`config.mk`:
```
export PLATFORM = sky130hd
export DESIGN_NAME = copiador_memoria
export DESIGN_NICKNAME = d
export VERILOG_FILES = /design/src/rtl/copiador_memoria_pkg.sv /design/src/rtl/copiador_memoria.sv
export SDC_FILE = /design/constraint.sdc
export NUM_CORES = 1
export LEC_CHECK = 0
export ABC_CLOCK_PERIOD_IN_PS = 2400
export CAP_MARGIN = 10
export CORE_MARGIN = 1.5
export CORE_UTILIZATION = 45
export CTS_CLUSTER_DIAMETER = 150
export DETAILED_ROUTE_END_ITERATION = 8
export HOLD_SLACK_MARGIN = 0.03
export PLACE_DENSITY = 0.8
export SYNTH_ARGS = -nofsm -noshare
export SYNTH_HDL_FRONTEND = slang
export SYNTH_SLANG_ARGS = --single-unit
```
`constraint.sdc`:
```
create_clock -name clk -period 2.4 [get_ports clk]
set_clock_uncertainty 0.2 [all_clocks]
set_input_delay 0.72 -clock clk [delete_from_list [all_inputs] [get_ports clk]]
set_output_delay 0.72 -clock clk [all_outputs]
set_load 0.05 [all_outputs]
```
`src/rtl/copiador_memoria_pkg.sv`:
```
// ============================================================================
// Module   : copiador_memoria_pkg
// Desc     : Shared FSM state encodings and memory geometry for the copier.
// Revision : 1.0 - initial release
// ============================================================================
`default_nettype none

package copiador_memoria_pkg;

  localparam int MEM_PROFUNDIDAD = 64;
  localparam int MEM_ANCHO_DATO  = 32;

  localparam logic [2:0] S_IDLE     = 3'd0;
  localparam logic [2:0] S_LEER     = 3'd1;
  localparam logic [2:0] S_PREP     = 3'd2;
  localparam logic [2:0] S_ESCRIBIR = 3'd3;
  localparam logic [2:0] S_LIBERAR  = 3'd4;
  localparam logic [2:0] S_FIN      = 3'd5;
  localparam logic [2:0] S_ERR      = 3'd6;

endpackage

`default_nettype wire

```
`src/rtl/copiador_memoria.sv`:
```
// ============================================================================
// Module   : copiador_memoria
// Desc     : Word-by-word memory block copier (simple DMA) driving Memoria.
// Revision : 1.0 - initial release
// ============================================================================
`default_nettype none

module copiador_memoria
  import copiador_memoria_pkg::*;
#(
  parameter int ANCHO_DATO  = MEM_ANCHO_DATO,
  parameter int ANCHO_DIR   = 32,
  parameter int PROFUNDIDAD = MEM_PROFUNDIDAD
) (
  input  logic                  clk,
  input  logic                  reset,
  input  logic                  inicio,
  input  logic [ANCHO_DIR-1:0]  origen,
  input  logic [ANCHO_DIR-1:0]  destino,
  input  logic [ANCHO_DIR-1:0]  longitud,
  input  logic [ANCHO_DATO-1:0] salida,
  output logic [ANCHO_DATO-1:0] dato,
  output logic [ANCHO_DIR-1:0]  direccion,
  output logic                  sel,
  output logic                  ocupado,
  output logic                  listo,
  output logic                  error
);

  localparam logic [ANCHO_DIR-1:0] PROF   = ANCHO_DIR'(PROFUNDIDAD);
  localparam logic [ANCHO_DIR-1:0] ULTIMO = ANCHO_DIR'(PROFUNDIDAD - 1);
  localparam logic [ANCHO_DIR-1:0] UNO    = ANCHO_DIR'(1);

  logic [2:0]            estado_q, estado_d;
  logic [ANCHO_DIR-1:0]  src_q, src_d;
  logic [ANCHO_DIR-1:0]  dst_q, dst_d;
  logic [ANCHO_DIR-1:0]  rest_q, rest_d;
  logic [ANCHO_DATO-1:0] dato_q, dato_d;
  logic [ANCHO_DIR-1:0]  direccion_q, direccion_d;
  logic                  sel_q, sel_d;
  logic                  ocupado_q, ocupado_d;
  logic                  listo_q, listo_d;
  logic                  error_q, error_d;

  function automatic logic [ANCHO_DIR-1:0] siguiente(input logic [ANCHO_DIR-1:0] a);
    return (a == ULTIMO) ? '0 : a + UNO;
  endfunction

  // Outputs are computed for the state being entered, so every output is a
  // flop and sel only toggles while address and data are held steady.
  always_comb begin
    estado_d    = estado_q;
    src_d       = src_q;
    dst_d       = dst_q;
    rest_d      = rest_q;
    dato_d      = dato_q;
    direccion_d = direccion_q;
    sel_d       = 1'b0;
    ocupado_d   = 1'b0;
    listo_d     = 1'b0;
    error_d     = 1'b0;
    case (estado_q)
      S_IDLE: begin
        if (inicio) begin
          src_d  = origen % PROF;
          dst_d  = destino % PROF;
          rest_d = longitud;
          if (longitud > PROF) begin
            estado_d = S_ERR;
            error_d  = 1'b1;
          end else if (longitud == '0) begin
            estado_d = S_FIN;
            listo_d  = 1'b1;
          end else begin
            estado_d    = S_LEER;
            ocupado_d   = 1'b1;
            direccion_d = origen % PROF;
          end
        end
      end
      S_LEER: begin
        estado_d    = S_PREP;
        ocupado_d   = 1'b1;
        direccion_d = dst_q;
        dato_d      = salida;
      end
      S_PREP: begin
        estado_d  = S_ESCRIBIR;
        ocupado_d = 1'b1;
        sel_d     = 1'b1;
      end
      S_ESCRIBIR: begin
        estado_d  = S_LIBERAR;
        ocupado_d = 1'b1;
      end
      S_LIBERAR: begin
        src_d  = siguiente(src_q);
        dst_d  = siguiente(dst_q);
        rest_d = rest_q - UNO;
        if (rest_q == UNO) begin
          estado_d = S_FIN;
          listo_d  = 1'b1;
        end else begin
          estado_d    = S_LEER;
          ocupado_d   = 1'b1;
          direccion_d = siguiente(src_q);
        end
      end
      S_FIN:   estado_d = S_IDLE;
      S_ERR:   estado_d = S_IDLE;
      default: estado_d = S_IDLE;
    endcase
  end

  always_ff @(posedge clk) begin
    if (reset) begin
      estado_q    <= S_IDLE;
      src_q       <= '0;
      dst_q       <= '0;
      rest_q      <= '0;
      dato_q      <= '0;
      direccion_q <= '0;
      sel_q       <= 1'b0;
      ocupado_q   <= 1'b0;
      listo_q     <= 1'b0;
      error_q     <= 1'b0;
    end else begin
      estado_q    <= estado_d;
      src_q       <= src_d;
      dst_q       <= dst_d;
      rest_q      <= rest_d;
      dato_q      <= dato_d;
      direccion_q <= direccion_d;
      sel_q       <= sel_d;
      ocupado_q   <= ocupado_d;
      listo_q     <= listo_d;
      error_q     <= error_d;
    end
  end

  assign dato      = dato_q;
  assign direccion = direccion_q;
  assign sel       = sel_q;
  assign ocupado   = ocupado_q;
  assign listo     = listo_q;
  assign error     = error_q;

endmodule

`default_nettype wire

```
==> run_summary.xml, run 1 <==
<?xml version="1.0" encoding="UTF-8"?>
<metrics>
  <group name="routing">
    <metric name="antenna_violating_nets_post_route" unit="">0</metric>
    <metric name="routed_via_density" unit="">6.281</metric>
    <metric name="drc" unit="">0</metric>
    <metric name="dr.first_iter.drc_count" unit="">1461</metric>
    <metric name="drtPass1Iterations" unit="">7</metric>
    <metric name="routed_wire_length_per_instance" unit="µm">20.02</metric>
    <metric name="num_vias" unit="">10860</metric>
    <metric name="routed_wirelength" unit="µm">34610</metric>
  </group>
  <group name="grt">
    <metric name="grt_first_pass_wirelength" unit="µm">51450</metric>
    <metric name="grt_start_max_net_pins" unit="">36</metric>
    <metric name="global_route.usage.total" unit="%">31.67</metric>
    <metric name="vias_in_the_first_global_route" unit="">9952</metric>
    <metric name="antenna_found_initial" unit="">0</metric>
    <metric name="global_route.overflow_total" unit="">0</metric>
  </group>
  <group name="job">
    <metric name="max_capacitance_violation_count" unit="">0</metric>
  </group>
  <group name="clocking">
    <metric name="worst_skew_pair_latency" unit="ns">0.44</metric>
    <metric name="cts_made_buffers" unit="">17</metric>
    <metric name="clockBufferDepth" unit="">2</metric>
    <metric name="cts-root-buf" unit="">sky130_fd_sc_hd__clkbuf_16</metric>
    <metric name="tritoncts" unit="">yes</metric>
    <metric name="numClockSinks" unit="">167</metric>
    <metric name="hold_buffers" unit="">0</metric>
    <metric name="htree_levels" unit="">4</metric>
    <metric name="path_clk_slew" unit="ns">0.07</metric>
  </group>
  <group name="min_path">
    <metric name="timing.hold.worst_path_depth" unit="">2</metric>
    <metric name="path_type_of_the_worst_min_delay_path" unit="">register to register</metric>
  </group>
  <group name="synth">
    <metric name="number_of_synthesized_flops_with_an_enable_pin" unit="">0</metric>
    <metric name="netlist.area_leader.share" unit="%">37.63</metric>
    <metric name="synth_seq_area_share" unit="%">37.63</metric>
    <metric name="syn-mean-instance-area" unit="µm²">7.600</metric>
    <metric name="ys_top_cells_by_area" unit="">sky130_fd_sc_hd__dfxtp_1 38%, sky130_fd_sc_hd__nand2_1 6.8%, sky130_fd_sc_hd__a21oi_1 6.5%, sky130_fd_sc_hd__o21ai_0 4.4%, sky130_fd_sc_hd__nor2_1 4.4%</metric>
    <metric name="mappedNetlistNets" unit="">1304</metric>
    <metric name="post_synth_top_area_cell" unit="">sky130_fd_sc_hd__dfxtp_1</metric>
    <metric name="post_synth_cell_types" unit="">77</metric>
    <metric name="postSynth.topFlopCell" unit="">sky130_fd_sc_hd__dfxtp_1</metric>
    <metric name="ys_seq_elements" unit="">167</metric>
    <metric name="synth_area" unit="µm²">8885</metric>
    <metric name="async_flop_share" unit="%">0</metric>
    <metric name="syn_inst" unit="">1169</metric>
    <metric name="yosysWarnings" unit="">0</metric>
  </group>
  <group name="cells_and_area">
    <metric name="finish.net_count" unit="">1586</metric>
    <metric name="post_route_cells_drive_above_1_share" unit="%">31.49</metric>
    <metric name="post_layout_nonfiller_instances" unit="">1729</metric>
    <metric name="insertedDiodeCount" unit="">0</metric>
    <metric name="filler_cell_count" unit="">1433</metric>
    <metric name="area_growth" unit="%">49.81</metric>
  </group>
  <group name="setup_path">
    <metric name="crit_path_cells" unit="">clkdlybuf4s15_1 &gt; nor3_2 &gt; nand3_2 &gt; o41ai_4 &gt; buf_4 &gt; o21bai_4 &gt; buf_12 &gt; buf_12 &gt; a221oi_4 &gt; nor3_2</metric>
    <metric name="critPathLaunchType" unit="">primary input</metric>
    <metric name="cp_slowest_stage_delay" unit="ns">0.43</metric>
    <metric name="critPathTopFamily" unit="">compound AO/OA/AOI/OAI gates</metric>
    <metric name="arrival" unit="ns">2.67</metric>
    <metric name="timing.critical_path.to_type" unit="">register</metric>
    <metric name="cp_max_fo" unit="">9</metric>
    <metric name="critPathRequiredTime" unit="ns">2.51</metric>
    <metric name="cp_num_buf_inv" unit="">4</metric>
    <metric name="critical-path-slowest-cell" unit="">sky130_fd_sc_hd__o41ai_4</metric>
    <metric name="worst-setup-path-type" unit="">primary input to register</metric>
    <metric name="worst-r2r-cell-count" unit="">11</metric>
    <metric name="critical_path_depth" unit="">10</metric>
  </group>
  <group name="sta">
    <metric name="slew_margin_rel" unit="%">62.78</metric>
    <metric name="maxSlewViolCount" unit="">0</metric>
    <metric name="timing_hold_violations_final" unit="">0</metric>
    <metric name="period_needed" unit="ns">2.557</metric>
    <metric name="setup_violations" unit="">38</metric>
    <metric name="fin_crit_sh" unit="%">106.6</metric>
    <metric name="post-route-worst-setup-slack" unit="ns">-0.1574</metric>
    <metric name="rsz0062_at_grt" unit="">true</metric>
    <metric name="tightest_slew" unit="ns">0.5525</metric>
    <metric name="max_clock_freq" unit="GHz">0.3910</metric>
  </group>
  <group name="placement">
    <metric name="portBuffers" unit="">146</metric>
    <metric name="finalWeightedCongestion" unit="">0.9462</metric>
    <metric name="detailed_place_hpwl" unit="µm">22160</metric>
    <metric name="total_placed_cells_including_tap_cells" unit="">1666</metric>
  </group>
  <group name="floorplanning">
    <metric name="floorplan.core_area" unit="µm²">19400</metric>
    <metric name="die_width" unit="µm">143.5</metric>
    <metric name="initial_utilization" unit="%">45.80</metric>
    <metric name="die-area" unit="µm²">20600</metric>
    <metric name="floorplan.rows" unit="">51</metric>
    <metric name="io-pin-count" unit="">199</metric>
    <metric name="die_height" unit="µm">143.5</metric>
  </group>
  <group name="power">
    <metric name="largest_voltage_drop_on_the_vdd_net" unit="mV">0.8254</metric>
    <metric name="leakage" unit="µW">0.005093</metric>
    <metric name="fin_total_pwr" unit="µW">14630</metric>
    <metric name="powerDensity" unit="nW/µm²">1099</metric>
  </group>
  <group name="run_status">
    <metric name="outcome" unit="">complete, but fails checks</metric>
    <metric name="failed_checks" unit="">setup timing</metric>
  </group>
</metrics>
## per-layer routing
layer,share of wire [%],GRT usage [%],vias to the layer above
met4,5.7,16.60,0
met2,45,49.77,732
li1,-,-,4891
met1,38,41.20,5045
met3,11,6.065,192
met5,0,0,-
## stage by stage
step                hold slack (ns)  TNS [ns]  utilization, %  cell area (µm²)  setup WS (ns)
finish                       0.2486    -2.258           68.61            13310        -0.1574
global placement             0.2406    -38.42           60.82            11800        -0.9140
CTS                          0.2522    -1.112           66.05            12810        -0.1250
global route                 0.2678    -4.764           68.61            13310        -0.1960
floorplan                    0.2606    -1.883               -             9062        -0.1108
detailed placement           0.2457    -43.78           60.82            11800         -1.006
## layout make-up
cell class                      count  area, µm²  share of cell area [%]
Sequential cell                   167       3363                   25.27
Inverter                           14      52.55                  0.3948
Tap cell                          265      331.6                   2.491
Clock inverter                     12      93.84                  0.7050
Multi-Input combinational cell    897       5942                   44.64
Timing Repair Buffer              354       3060                   22.99
Clock buffer                       20      466.7                   3.506
## Yosys cell counts (9+ instances only)
library cell	number
sky130_fd_sc_hd__dfxtp_1	167
sky130_fd_sc_hd__xnor2_1	18
sky130_fd_sc_hd__nor2_1	104
sky130_fd_sc_hd__nand2_1	160
sky130_fd_sc_hd__xor2_1	9
sky130_fd_sc_hd__nand3_1	53
sky130_fd_sc_hd__a311oi_1	18
sky130_fd_sc_hd__nand4_1	23
sky130_fd_sc_hd__nor3_1	53
sky130_fd_sc_hd__a211oi_1	11
sky130_fd_sc_hd__a21oi_1	116
sky130_fd_sc_hd__o31ai_1	9
sky130_fd_sc_hd__clkbuf_1	77
sky130_fd_sc_hd__and3_1	12
sky130_fd_sc_hd__inv_1	14
sky130_fd_sc_hd__a31oi_1	19
sky130_fd_sc_hd__a221oi_1	11
sky130_fd_sc_hd__o21ai_0	78
sky130_fd_sc_hd__or3_1	12
sky130_fd_sc_hd__nor4_1	35
sky130_fd_sc_hd__and4_1	13
## worst reg2reg max path: stages, from the launching register on
cell and delay, ns:
sky130_fd_sc_hd__dfxtp_2 0.33, sky130_fd_sc_hd__inv_2 0.07, sky130_fd_sc_hd__ha_4 0.12, sky130_fd_sc_hd__or4b_4 0.48, sky130_fd_sc_hd__nor3_4 0.16, sky130_fd_sc_hd__a41oi_4 0.18, sky130_fd_sc_hd__buf_6 0.16, sky130_fd_sc_hd__o21bai_4 0.15
sky130_fd_sc_hd__buf_12 0.18, sky130_fd_sc_hd__buf_6 0.12, sky130_fd_sc_hd__a211oi_4 0.03, sky130_fd_sc_hd__nor3_2 0.22
## worst paths after layout
kind	start	to	slack (ns)
worst max-delay path	longitud[15]	direccion[9]$_SDFFE_PP0P_	-0.16
worst min-delay path	dato[19]$_SDFFE_PP0N_	dato[19]$_SDFFE_PP0N_	0.25
worst max register to register	rest_q[1]$_SDFFE_PP0P_	direccion[14]$_SDFFE_PP0P_	-0.10
worst min register to register	dato[19]$_SDFFE_PP0N_	dato[19]$_SDFFE_PP0N_	0.25
## power by group
part / switching [µW] / internal, µW
clock network: 1230 / 1420
logic: 4760 / 3380
registers: 517 / 3330
total: 6500 / 8120
## state kept, by name, summed over array words and instances (netlist names), 3 cells and up
name	flops
dato	32
dst_q	32
estado_q	3
src_q	32
direccion	32
rest_q	32
## cells in the final DEF (no fill, tap or decap), types with 10 or more instances in the layout
cell and count:
sky130_fd_sc_hd__nor4_2 12, sky130_fd_sc_hd__clkbuf_16 19, sky130_fd_sc_hd__nand3_2 10, sky130_fd_sc_hd__buf_4 218
sky130_fd_sc_hd__nor4_1 22, sky130_fd_sc_hd__dlygate4sd2_1 36, sky130_fd_sc_hd__clkdlybuf4s50_1 45, sky130_fd_sc_hd__nor2_2 14
sky130_fd_sc_hd__nor2_4 10, sky130_fd_sc_hd__nor2_1 80, sky130_fd_sc_hd__xnor2_1 16, sky130_fd_sc_hd__o21ai_0 71
sky130_fd_sc_hd__or3_1 12, sky130_fd_sc_hd__a21oi_1 111, sky130_fd_sc_hd__nand4_1 23, sky130_fd_sc_hd__dfxtp_1 153
sky130_fd_sc_hd__and4_1 12, sky130_fd_sc_hd__a311oi_1 14, sky130_fd_sc_hd__and3_1 11, sky130_fd_sc_hd__buf_6 18
sky130_fd_sc_hd__nor3_1 41, sky130_fd_sc_hd__nor3_2 12, sky130_fd_sc_hd__dfxtp_2 13, sky130_fd_sc_hd__buf_2 13
sky130_fd_sc_hd__nand2_1 154, sky130_fd_sc_hd__nand3_1 42, sky130_fd_sc_hd__inv_1 13, sky130_fd_sc_hd__a31oi_1 19
## timing repair
| action | in CTS | in global routing |
|---|---|---|
| cloned | 4 | 3 |
| gates resized for setup | 220 | 99 |
| setup buffers | 18 | 10 |
| pin swaps | 22 | 46 |
| setup endpoints to repair | 82 | 79 |
## cell families after synthesis
logic type	after synthesis	synth area share [%]
multiplexers	4	0.4507
AO/OA/AOI/OAI	339	24.31
adder cells (fa/ha/maj)	4	0.5633
buffers and inverters	106	4.675
AND/OR/NAND/NOR	522	29.71
flip-flops	167	37.63
XOR/XNOR	27	2.662
Power figures use the tool's default switching activity.
==> run 2, diff against run 1 <==
--- a/config.mk
+++ b/config.mk
@@ -7,7 +7,7 @@
 export LEC_CHECK = 0
 export ABC_CLOCK_PERIOD_IN_PS = 2400
 export CAP_MARGIN = 10
-export CORE_MARGIN = 1.5
+export CORE_MARGIN = 8
 export CORE_UTILIZATION = 45
 export CTS_CLUSTER_DIAMETER = 150
 export DETAILED_ROUTE_END_ITERATION = 8
==> run 2 against run 1 <==
  * Final cell count rose by 0.12%
  * Critical path depth fell by 4
  * Critical endpoint is now rest_q[25]$_SDFFE_PP0P_
  * The run still ends with setup timing left
  * Global-route usage fell by 5.0 points
  * Die area rose by 19%
==> run_summary.xml, run 2 (synthesis results as in run 1) <==
<?xml version="1.0" encoding="UTF-8"?>
<metrics>
  <group name="cells_and_area">
    <metric name="area_growth" unit="%">48.40</metric>
    <metric name="insertedDiodeCount" unit="">0</metric>
    <metric name="post_layout_nonfiller_instances" unit="">1731</metric>
    <metric name="fin_util" unit="%">67.97</metric>
    <metric name="mostFrequentLayoutCells" unit="">244 x sky130_fd_sc_hd__buf_4, 157 x sky130_fd_sc_hd__dfxtp_1, 154 x sky130_fd_sc_hd__nand2_1, 111 x sky130_fd_sc_hd__a21oi_1, 84 x sky130_fd_sc_hd__nor2_1</metric>
    <metric name="post_route_cells_drive_above_1_share" unit="%">31.92</metric>
    <metric name="final_common_cell" unit="">sky130_fd_sc_hd__buf_4</metric>
    <metric name="finish.net_count" unit="">1588</metric>
    <metric name="postLayoutCellArea" unit="µm²">13190</metric>
  </group>
  <group name="floorplanning">
    <metric name="die_width" unit="µm">156.5</metric>
    <metric name="die_height" unit="µm">156.5</metric>
    <metric name="floorplan.core_area" unit="µm²">19400</metric>
    <metric name="io-pin-count" unit="">199</metric>
    <metric name="die-area" unit="µm²">24500</metric>
    <metric name="initial_utilization" unit="%">45.80</metric>
    <metric name="floorplan.rows" unit="">51</metric>
  </group>
  <group name="grt">
    <metric name="antenna_found_initial" unit="">0</metric>
    <metric name="global_route.usage.total" unit="%">26.65</metric>
    <metric name="grt_start_max_net_pins" unit="">54</metric>
    <metric name="vias_in_the_first_global_route" unit="">10110</metric>
    <metric name="global_route.overflow_total" unit="">0</metric>
    <metric name="grt_first_pass_wirelength" unit="µm">52630</metric>
  </group>
  <group name="sta">
    <metric name="post-route-worst-setup-slack" unit="ns">-0.1850</metric>
    <metric name="slew_margin_rel" unit="%">63.09</metric>
    <metric name="fin_crit_sh" unit="%">107.7</metric>
    <metric name="period_needed" unit="ns">2.585</metric>
    <metric name="rsz0062_at_grt" unit="">true</metric>
    <metric name="setup_violations" unit="">37</metric>
    <metric name="tightest_slew" unit="ns">0.5536</metric>
    <metric name="maxSlewViolCount" unit="">0</metric>
    <metric name="timing_hold_violations_final" unit="">0</metric>
    <metric name="max_clock_freq" unit="GHz">0.3868</metric>
  </group>
  <group name="min_path">
    <metric name="path_type_of_the_worst_min_delay_path" unit="">register to register</metric>
    <metric name="timing.hold.worst_path_depth" unit="">2</metric>
  </group>
  <group name="placement">
    <metric name="total_placed_cells_including_tap_cells" unit="">1666</metric>
    <metric name="portBuffers" unit="">146</metric>
    <metric name="finalWeightedCongestion" unit="">0.9089</metric>
    <metric name="place_area" unit="µm²">11750</metric>
    <metric name="detailed_place_hpwl" unit="µm">22950</metric>
  </group>
  <group name="clocking">
    <metric name="cts_made_buffers" unit="">17</metric>
    <metric name="clockBufferDepth" unit="">2</metric>
    <metric name="numClockSinks" unit="">167</metric>
    <metric name="tritoncts" unit="">yes</metric>
    <metric name="cts-root-buf" unit="">sky130_fd_sc_hd__clkbuf_16</metric>
    <metric name="path_clk_slew" unit="ns">0.07</metric>
    <metric name="worst_skew_pair_latency" unit="ns">0.44</metric>
    <metric name="htree_levels" unit="">4</metric>
    <metric name="hold_buffers" unit="">0</metric>
  </group>
  <group name="power">
    <metric name="leakage" unit="µW">0.005063</metric>
    <metric name="powerDensity" unit="nW/µm²">1098</metric>
    <metric name="combPwrFrac" unit="%">55.1</metric>
    <metric name="seq_power_share" unit="%">26.2</metric>
    <metric name="internal_cell_power" unit="µW">8113</metric>
    <metric name="power_frac_clock" unit="%">18.6</metric>
    <metric name="switching_share" unit="%">43.95</metric>
    <metric name="largest_voltage_drop_on_the_vdd_net" unit="mV">0.7277</metric>
    <metric name="net-switching-power" unit="µW">6362</metric>
  </group>
  <group name="setup_path">
    <metric name="arrival" unit="ns">2.70</metric>
    <metric name="timing.critical_path.to_type" unit="">register</metric>
    <metric name="worst-setup-path-type" unit="">register to register</metric>
    <metric name="critPathRequiredTime" unit="ns">2.52</metric>
    <metric name="worst-r2r-cell-count" unit="">6</metric>
    <metric name="cp_max_fo" unit="">3</metric>
    <metric name="critPathLaunchType" unit="">register</metric>
  </group>
  <group name="routing">
    <metric name="dr.first_iter.drc_count" unit="">1396</metric>
    <metric name="num_vias" unit="">10830</metric>
    <metric name="routed_wirelength" unit="µm">34660</metric>
    <metric name="antenna_violating_nets_post_route" unit="">0</metric>
    <metric name="drtPass1Iterations" unit="">8</metric>
    <metric name="routed_via_density" unit="">6.256</metric>
    <metric name="drc" unit="">0</metric>
    <metric name="routed_wire_length_per_instance" unit="µm">20.03</metric>
  </group>
  <group name="run_status">
    <metric name="failed_checks" unit="">setup timing</metric>
    <metric name="outcome" unit="">complete, but fails checks</metric>
  </group>
  <group name="job">
    <metric name="max_capacitance_violation_count" unit="">0</metric>
  </group>
</metrics>
[run 2: power groups by stage]
stage | Combinational [µW] | Sequential [µW] | Clock (µW)
6_report | 7980 | 3790 | 2700
4_1_cts | 7470 | 3720 | 2700
2_1_floorplan | 3050 | 4630 | 0
5_1_grt | 8400 | 3840 | 2850
3_5_place_dp | 6530 | 3750 | 0
3_3_place_gp | 6400 | 3750 | 0
[run 2: worst max-delay path: stages, from the launching register on]
cell,delay (ns)
sky130_fd_sc_hd__dfxtp_2,0.32
sky130_fd_sc_hd__or4_4,0.56
sky130_fd_sc_hd__or4_4,0.48
sky130_fd_sc_hd__or3_4,0.42
sky130_fd_sc_hd__o21ai_2,0.15
sky130_fd_sc_hd__nand2_1,0.07
sky130_fd_sc_hd__a32o_1,0.26
[run 2: stage by stage]
stage	power [µW]	worst slack (ns)	TNS (ns)	hold slack, ns
6_report	14480	-0.1850	-3.352	0.2488
5_1_grt	15090	-0.2322	-5.426	0.2697
3_3_place_gp	10150	-0.8111	-32.63	0.2411
3_5_place_dp	10280	-0.8898	-37.13	0.2466
4_1_cts	13880	-0.1496	-1.509	0.2539
2_1_floorplan	7681	-0.1108	-1.883	0.2606
[run 2: path summary, 6_finish.rpt]
check	startpoint	end	slack, ns
max	rest_q[10]$_SDFFE_PP0P_	rest_q[25]$_SDFFE_PP0P_	-0.19
min	dato[15]$_SDFFE_PP0N_	dato[15]$_SDFFE_PP0N_	0.25
max reg2reg	rest_q[10]$_SDFFE_PP0P_	rest_q[25]$_SDFFE_PP0P_	-0.19
min reg2reg	dato[15]$_SDFFE_PP0N_	dato[15]$_SDFFE_PP0N_	0.25
[run 2: final cells by class]
class                      instances  area [µm²]
fill                            1517        6213
multi-input combinational        896        5828
sequential                       167        3356
timing repair buffer             357        3052
clock buffer                      18       439.2
tap                              265       331.6
clock inverter                    14       126.4
inverter                          14       52.55
[run 2: per-layer routing]
layer / global-route usage, % / wire, µm / vias up / part of all wire (%)
li1: - / - / 4912 / -
met1: 33.17 / 13620 / 5084 / 39
met2: 43.13 / 16060 / 668 / 46
met3: 6.233 / 3448 / 166 / 9.9
met4: 11.85 / 1534 / 0 / 4.4
met5: 0 / 0 / - / 0
[run 2: what timing repair did]
action | CTS | global route
setup buffers | 21 | 15
resized for setup | 180 | 79
pin swaps | 43 | 37
cloned | 6 | 0
setup endpoints to repair | 63 | 79
==> RTL change 1, RTL diff (flow settings as in run 2) <==
Make the reset (`reset`) asynchronous in one clocked block.
--- a/src/rtl/copiador_memoria.sv
+++ b/src/rtl/copiador_memoria.sv
@@ -112,7 +112,7 @@
     endcase
   end
 
-  always_ff @(posedge clk) begin
+  always_ff @(posedge clk or posedge reset) begin
     if (reset) begin
       estado_q    <= S_IDLE;
       src_q       <= '0;
Behaviour: differs if reset is asserted again (counterexample within 4 cycles, from zero or initial values and one cycle with reset high); with reset held inactive, the same outputs for 4 cycles.
==> RTL change 1 against run 2 <==
- the run still ends with negative setup slack left
- clock power is 4% higher
- sequential cell count unchanged
- synthesized cell count decreased by 11%
- first-iteration DRC count down 24%
- worst setup slack better by 56 ps
- non-clock buffer count fell by 31
- synthesized area is 4.7% higher
- sequential power grew 24%
- power is 16% higher
- cell area rose by 0.82%
- wire length decreased by 10%
==> RTL change 1: results (changes against run 2) <==
violated checks=negative setup slack (unchanged); Synth cell types=68 (was 77); GP Congestion=0.911 (was 0.909); M1 GR Usage=29.3% (was 33.2%); initial DRC count=1,066 (was 1,396); first-pass iteration count of the detailed router=6 (was 8); Post-Route WL=31.2 mm (was 34.7 mm); outcome=complete, but fails checks (unchanged); Via density=6.08 (was 6.26); final setup vio count=38 (was 37); DP Cell Count=1,537 (was 1,666); WL met3=3.09 mm (was 3.45 mm); crit-path max FO=5 (was 3); Setup WS pre-CTS=-656 ps (was -890 ps); Switching Fraction=46.3% (was 44.0%); Adder-Cell Fraction of Synth Area=0.538% (was 0.563%); relative slew slack=67.6% (was 63.1%); Total GRT Usage=22.0% (was 26.6%); Synth area leaders=dfrtp_1, o21ai_0, nand2_1 (was dfxtp_1, nand2_1, a21oi_1); setup ws final=-129 ps (was -185 ps); post-synthesis sequential area ratio=44.9% (was 37.6%); nets@finish=1,439 (was 1,588); Net Count, Synth=1,173 (was 1,304); pin count of the biggest net entering global routing=44 (was 54); post-synthesis xor/xnor area fraction=3.30% (was 2.66%); met2 routed WL=14.5 mm (was 16.1 mm); layout cells sized above 1=31.3% (was 31.9%); post-synthesis mux area share=5.49% (was 0.451%); hpwl dp=20.7 mm (was 22.9 mm); wire per inst=19.6 um (was 20.0 um); Worst Path Arrival=2680 ps (was 2700 ps); Cell Area, Placed=0.0120 mm2 (was 0.0118 mm2); Peak VDD IR=818 uV (was 728 uV); M3 GR Usage=5.42% (was 6.23%); syn_area_per_cell=8.96 um2 (was 7.60 um2); top_reg_cell synth=dfrtp_1 (was dfxtp_1); vias in the first global route=9,055 (was 10,100); met2 Usage GRT=35.2% (was 43.1%)
[RTL change 1: power by group through the flow]
stage	Clock [W]	Combinational, W	Sequential (W)
2_1_floorplan	0	0.00350	0.00643
3_3_place_gp	0	0.00810	0.00460
3_5_place_dp	0	0.00829	0.00464
4_1_cts	0.00283	0.00873	0.00462
5_1_grt	0.00296	0.00989	0.00481
6_report	0.00281	0.00935	0.00469
[RTL change 1: worst max-delay path: stages (launching register included)]
cell	delay, ps
dfrtp_1	380
or4_4	550
nor4_4	260
a31oi_2	180
a311oi_4	360
buf_6	190
clkbuf_16	150
a221oi_2	40
nor2_1	140
[RTL change 1: path summary, 6_finish.rpt]
check | from | endpoint | slack [ps] | cells after the start
worst max-delay path | rest_q[22]$_DFFE_PP0P_ | direccion[21]$_DFFE_PP0P_ | -130 | 8
worst min-delay path | direccion[9]$_DFFE_PP0P_ | direccion[9]$_DFFE_PP0P_ | 300 | 2
min in group asynchronous | reset | rest_q[25]$_DFFE_PP0P_ | 410 | 2
worst min register to register | direccion[9]$_DFFE_PP0P_ | direccion[9]$_DFFE_PP0P_ | 300 | 2
max in group asynchronous | reset | dst_q[21]$_DFFE_PP0P_ | 990 | 3
worst max register to register | rest_q[22]$_DFFE_PP0P_ | direccion[21]$_DFFE_PP0P_ | -130 | 8
[RTL change 1: area by class of cell]
| type | instances | area, um2 |
|---|---|---|
| clock buffers | 19 | 433 |
| repair buffers | 326 | 2900 |
| fillers | 1472 | 6940 |
| flip-flops and latches | 167 | 4180 |
| well taps | 270 | 338 |
| clock inverters | 13 | 158 |
| inverters | 12 | 48.8 |
| multi-input cells | 780 | 5230 |
[RTL change 1: repair_timing]
action | CTS | global route
gates resized for setup | 54 | 69
gates cloned | 2 | 6
pin swaps | 16 | 25
endpoints found under the setup margin | 49 | 79
setup buffers | 7 | 4
==> RTL change 2, RTL diff (settings of run 2) <==
Made on the original files. Change the package constant `MEM_ANCHO_DATO` from 32 to 64.
--- a/src/rtl/copiador_memoria_pkg.sv
+++ b/src/rtl/copiador_memoria_pkg.sv
@@ -8,7 +8,7 @@
 package copiador_memoria_pkg;
 
   localparam int MEM_PROFUNDIDAD = 64;
-  localparam int MEM_ANCHO_DATO  = 32;
+  localparam int MEM_ANCHO_DATO  = 64;
 
   localparam logic [2:0] S_IDLE     = 3'd0;
   localparam logic [2:0] S_LEER     = 3'd1;
Ports: changed (resized dato and salida); port bits go from 199 to 263. No check against the original RTL was run, so the function may have changed too.
==> RTL change 2 against run 2 <==
- the flow still finishes with violations (negative setup slack)
- die area up 5.6%
- sequential cell count up 32
- synthesized area up 6.2%
- synthesized cell count up 6.0%
- wire length down 2.6%
- core utilization down 2.1 points
- register-to-register slack worse by 100 ps
- hold slack better by 4.9 ps
- maximum frequency down 11%
- worst setup slack worse by 320 ps
- cell area up 4.0%
Power is not compared: it rests on default switching activity, and its combinational part moved more than twofold at a synthesized area within 25%.
==> RTL change 2: results (changes against run 2) <==
outcome=complete, but fails checks (unchanged); violated checks=negative setup slack (unchanged); IO buf count=210 (was 146); worst-case reg-to-reg path depth=12 (was 6); setup ws final=-501 ps (was -185 ps); Total GRT Usage=25.0% (was 26.6%); pin count of the biggest net entering global routing=66 (was 54); Worst Max-Slew Pin Slew=633 ps (was 554 ps); met2 Usage GRT=43.1% (about the same); initial DRC count=1,245 (was 1,396); Num CTS Buffers=17 (unchanged); max reg flops=64; vias in the first global route=10,400 (was 10,100); M3 GR Usage=6.17% (was 6.23%); # fillers=1,703 (was 1,517); Worst Path Arrival=3000 ps (was 2700 ps); Hold Path Depth=2 (unchanged); crit-path max FO=7 (was 3); Synth cell types=62 (was 77); Net Count, Synth=1,406 (was 1,304); R2R setup slack=-290 ps (was -190 ps); Synth area leaders=dfxtp_1, nand2_1, a21oi_1 (unchanged); hpwl dp=23.5 mm (was 22.9 mm); first-pass GRT wire length=53.3 mm (was 52.6 mm); DP Cell Count=1,787 (was 1,666); final setup vio count=37 (unchanged); Via density=5.88 (was 6.26); nets@finish=1,715 (was 1,588); cells after synthesis=1,239 (was 1,169); Post-Route WL=33.8 mm (was 34.7 mm); layout cells sized above 1=24.5% (was 31.9%); GP Congestion=0.901 (was 0.909); post-synthesis sequential area ratio=42.2% (was 37.6%); initial antenna violation count=1 (was 0); wire per inst=18.4 um (was 20.0 um); Setup WS pre-CTS=-1080 ps (was -890 ps)
## RTL change 2: routing by layer
layer,vias up,routed length (um)
met5,-,13
met4,2,1370
met3,112,2670
met2,527,16700
met1,5068,13000
li1,5072,-
## RTL change 2: cells by family (layout without fill, tap and decap cells)
kind of cell | count (synthesis) | in the layout | synth area share [%]
and+or+nand+nor | 573 | 573 | 27.9
AOI/OAI and AO/OA | 314 | 314 | 21.4
DFF | 199 | 199 | 42.2
buffers and inverters | 116 | 437 | 4.89
xor gates and xnor gates | 31 | 31 | 2.88
adders and majority gates | 4 | 4 | 0.530
muxes | 2 | 2 | 0.225
## RTL change 2: power by group through the flow
| stage | Combinational, W | Sequential (W) | Clock [W] |
|---|---|---|---|
| after floorplan | 0.00140 | 0.00462 | 0 |
| after global placement | 0.00345 | 0.00393 | 0 |
| after detailed placement | 0.00352 | 0.00395 | 0 |
| after CTS | 0.00385 | 0.00388 | 0.00291 |
| after global routing | 0.00421 | 0.00394 | 0.00306 |
| final | 0.00397 | 0.00390 | 0.00287 |
## RTL change 2: timing repair
action / 4_1_cts / 5_1_grt
gates cloned: 6 / 0
gates resized for setup: 54 / 48
pin swaps: 17 / 16
setup buffers: 7 / 8
setup endpoints to repair: 47 / 65
## RTL change 2: per-stage QoR
step,cell area [um2],utilization (%),total power [W],setup TNS (ps)
finish,13700,65.9,0.0107,-14200
global route,13700,65.9,0.0112,-15210
CTS,13500,65.1,0.0106,-11340
detailed placement,12600,60.7,0.00746,-45440
global placement,12600,60.7,0.00738,-41250
floorplan,9440,-,0.00602,-15150
## RTL change 2: final timing paths
| check | start | end |
|---|---|---|
| worst max register to register | rest_q[1]$_SDFFE_PP0P_ | direccion[23]$_SDFFE_PP0P_ |
| worst min register to register | dato[49]$_SDFFE_PP0N_ | dato[49]$_SDFFE_PP0N_ |
| worst max-delay path | longitud[1] | direccion[23]$_SDFFE_PP0P_ |
| worst min-delay path | dato[49]$_SDFFE_PP0N_ | dato[49]$_SDFFE_PP0N_ |
## RTL change 2: final cells by class
cell class | instances | area [um2] | share of cell area [%]
inverters | 16 | 60.1 | 0.438
flip-flops and latches | 199 | 3990 | 29.1
well taps | 275 | 344 | 2.51
clock inverters | 13 | 138 | 1.00
multi-input cells | 924 | 5260 | 38.4
repair buffers | 390 | 3480 | 25.4
clock buffers | 18 | 439 | 3.20
## RTL change 2: worst max-delay path: cells and delay by family
kind	cells	cell delay, ps
AO/OA/AOI/OAI	3	600
buffers and inverters	5	590
AND/OR/NAND/NOR	2	1070
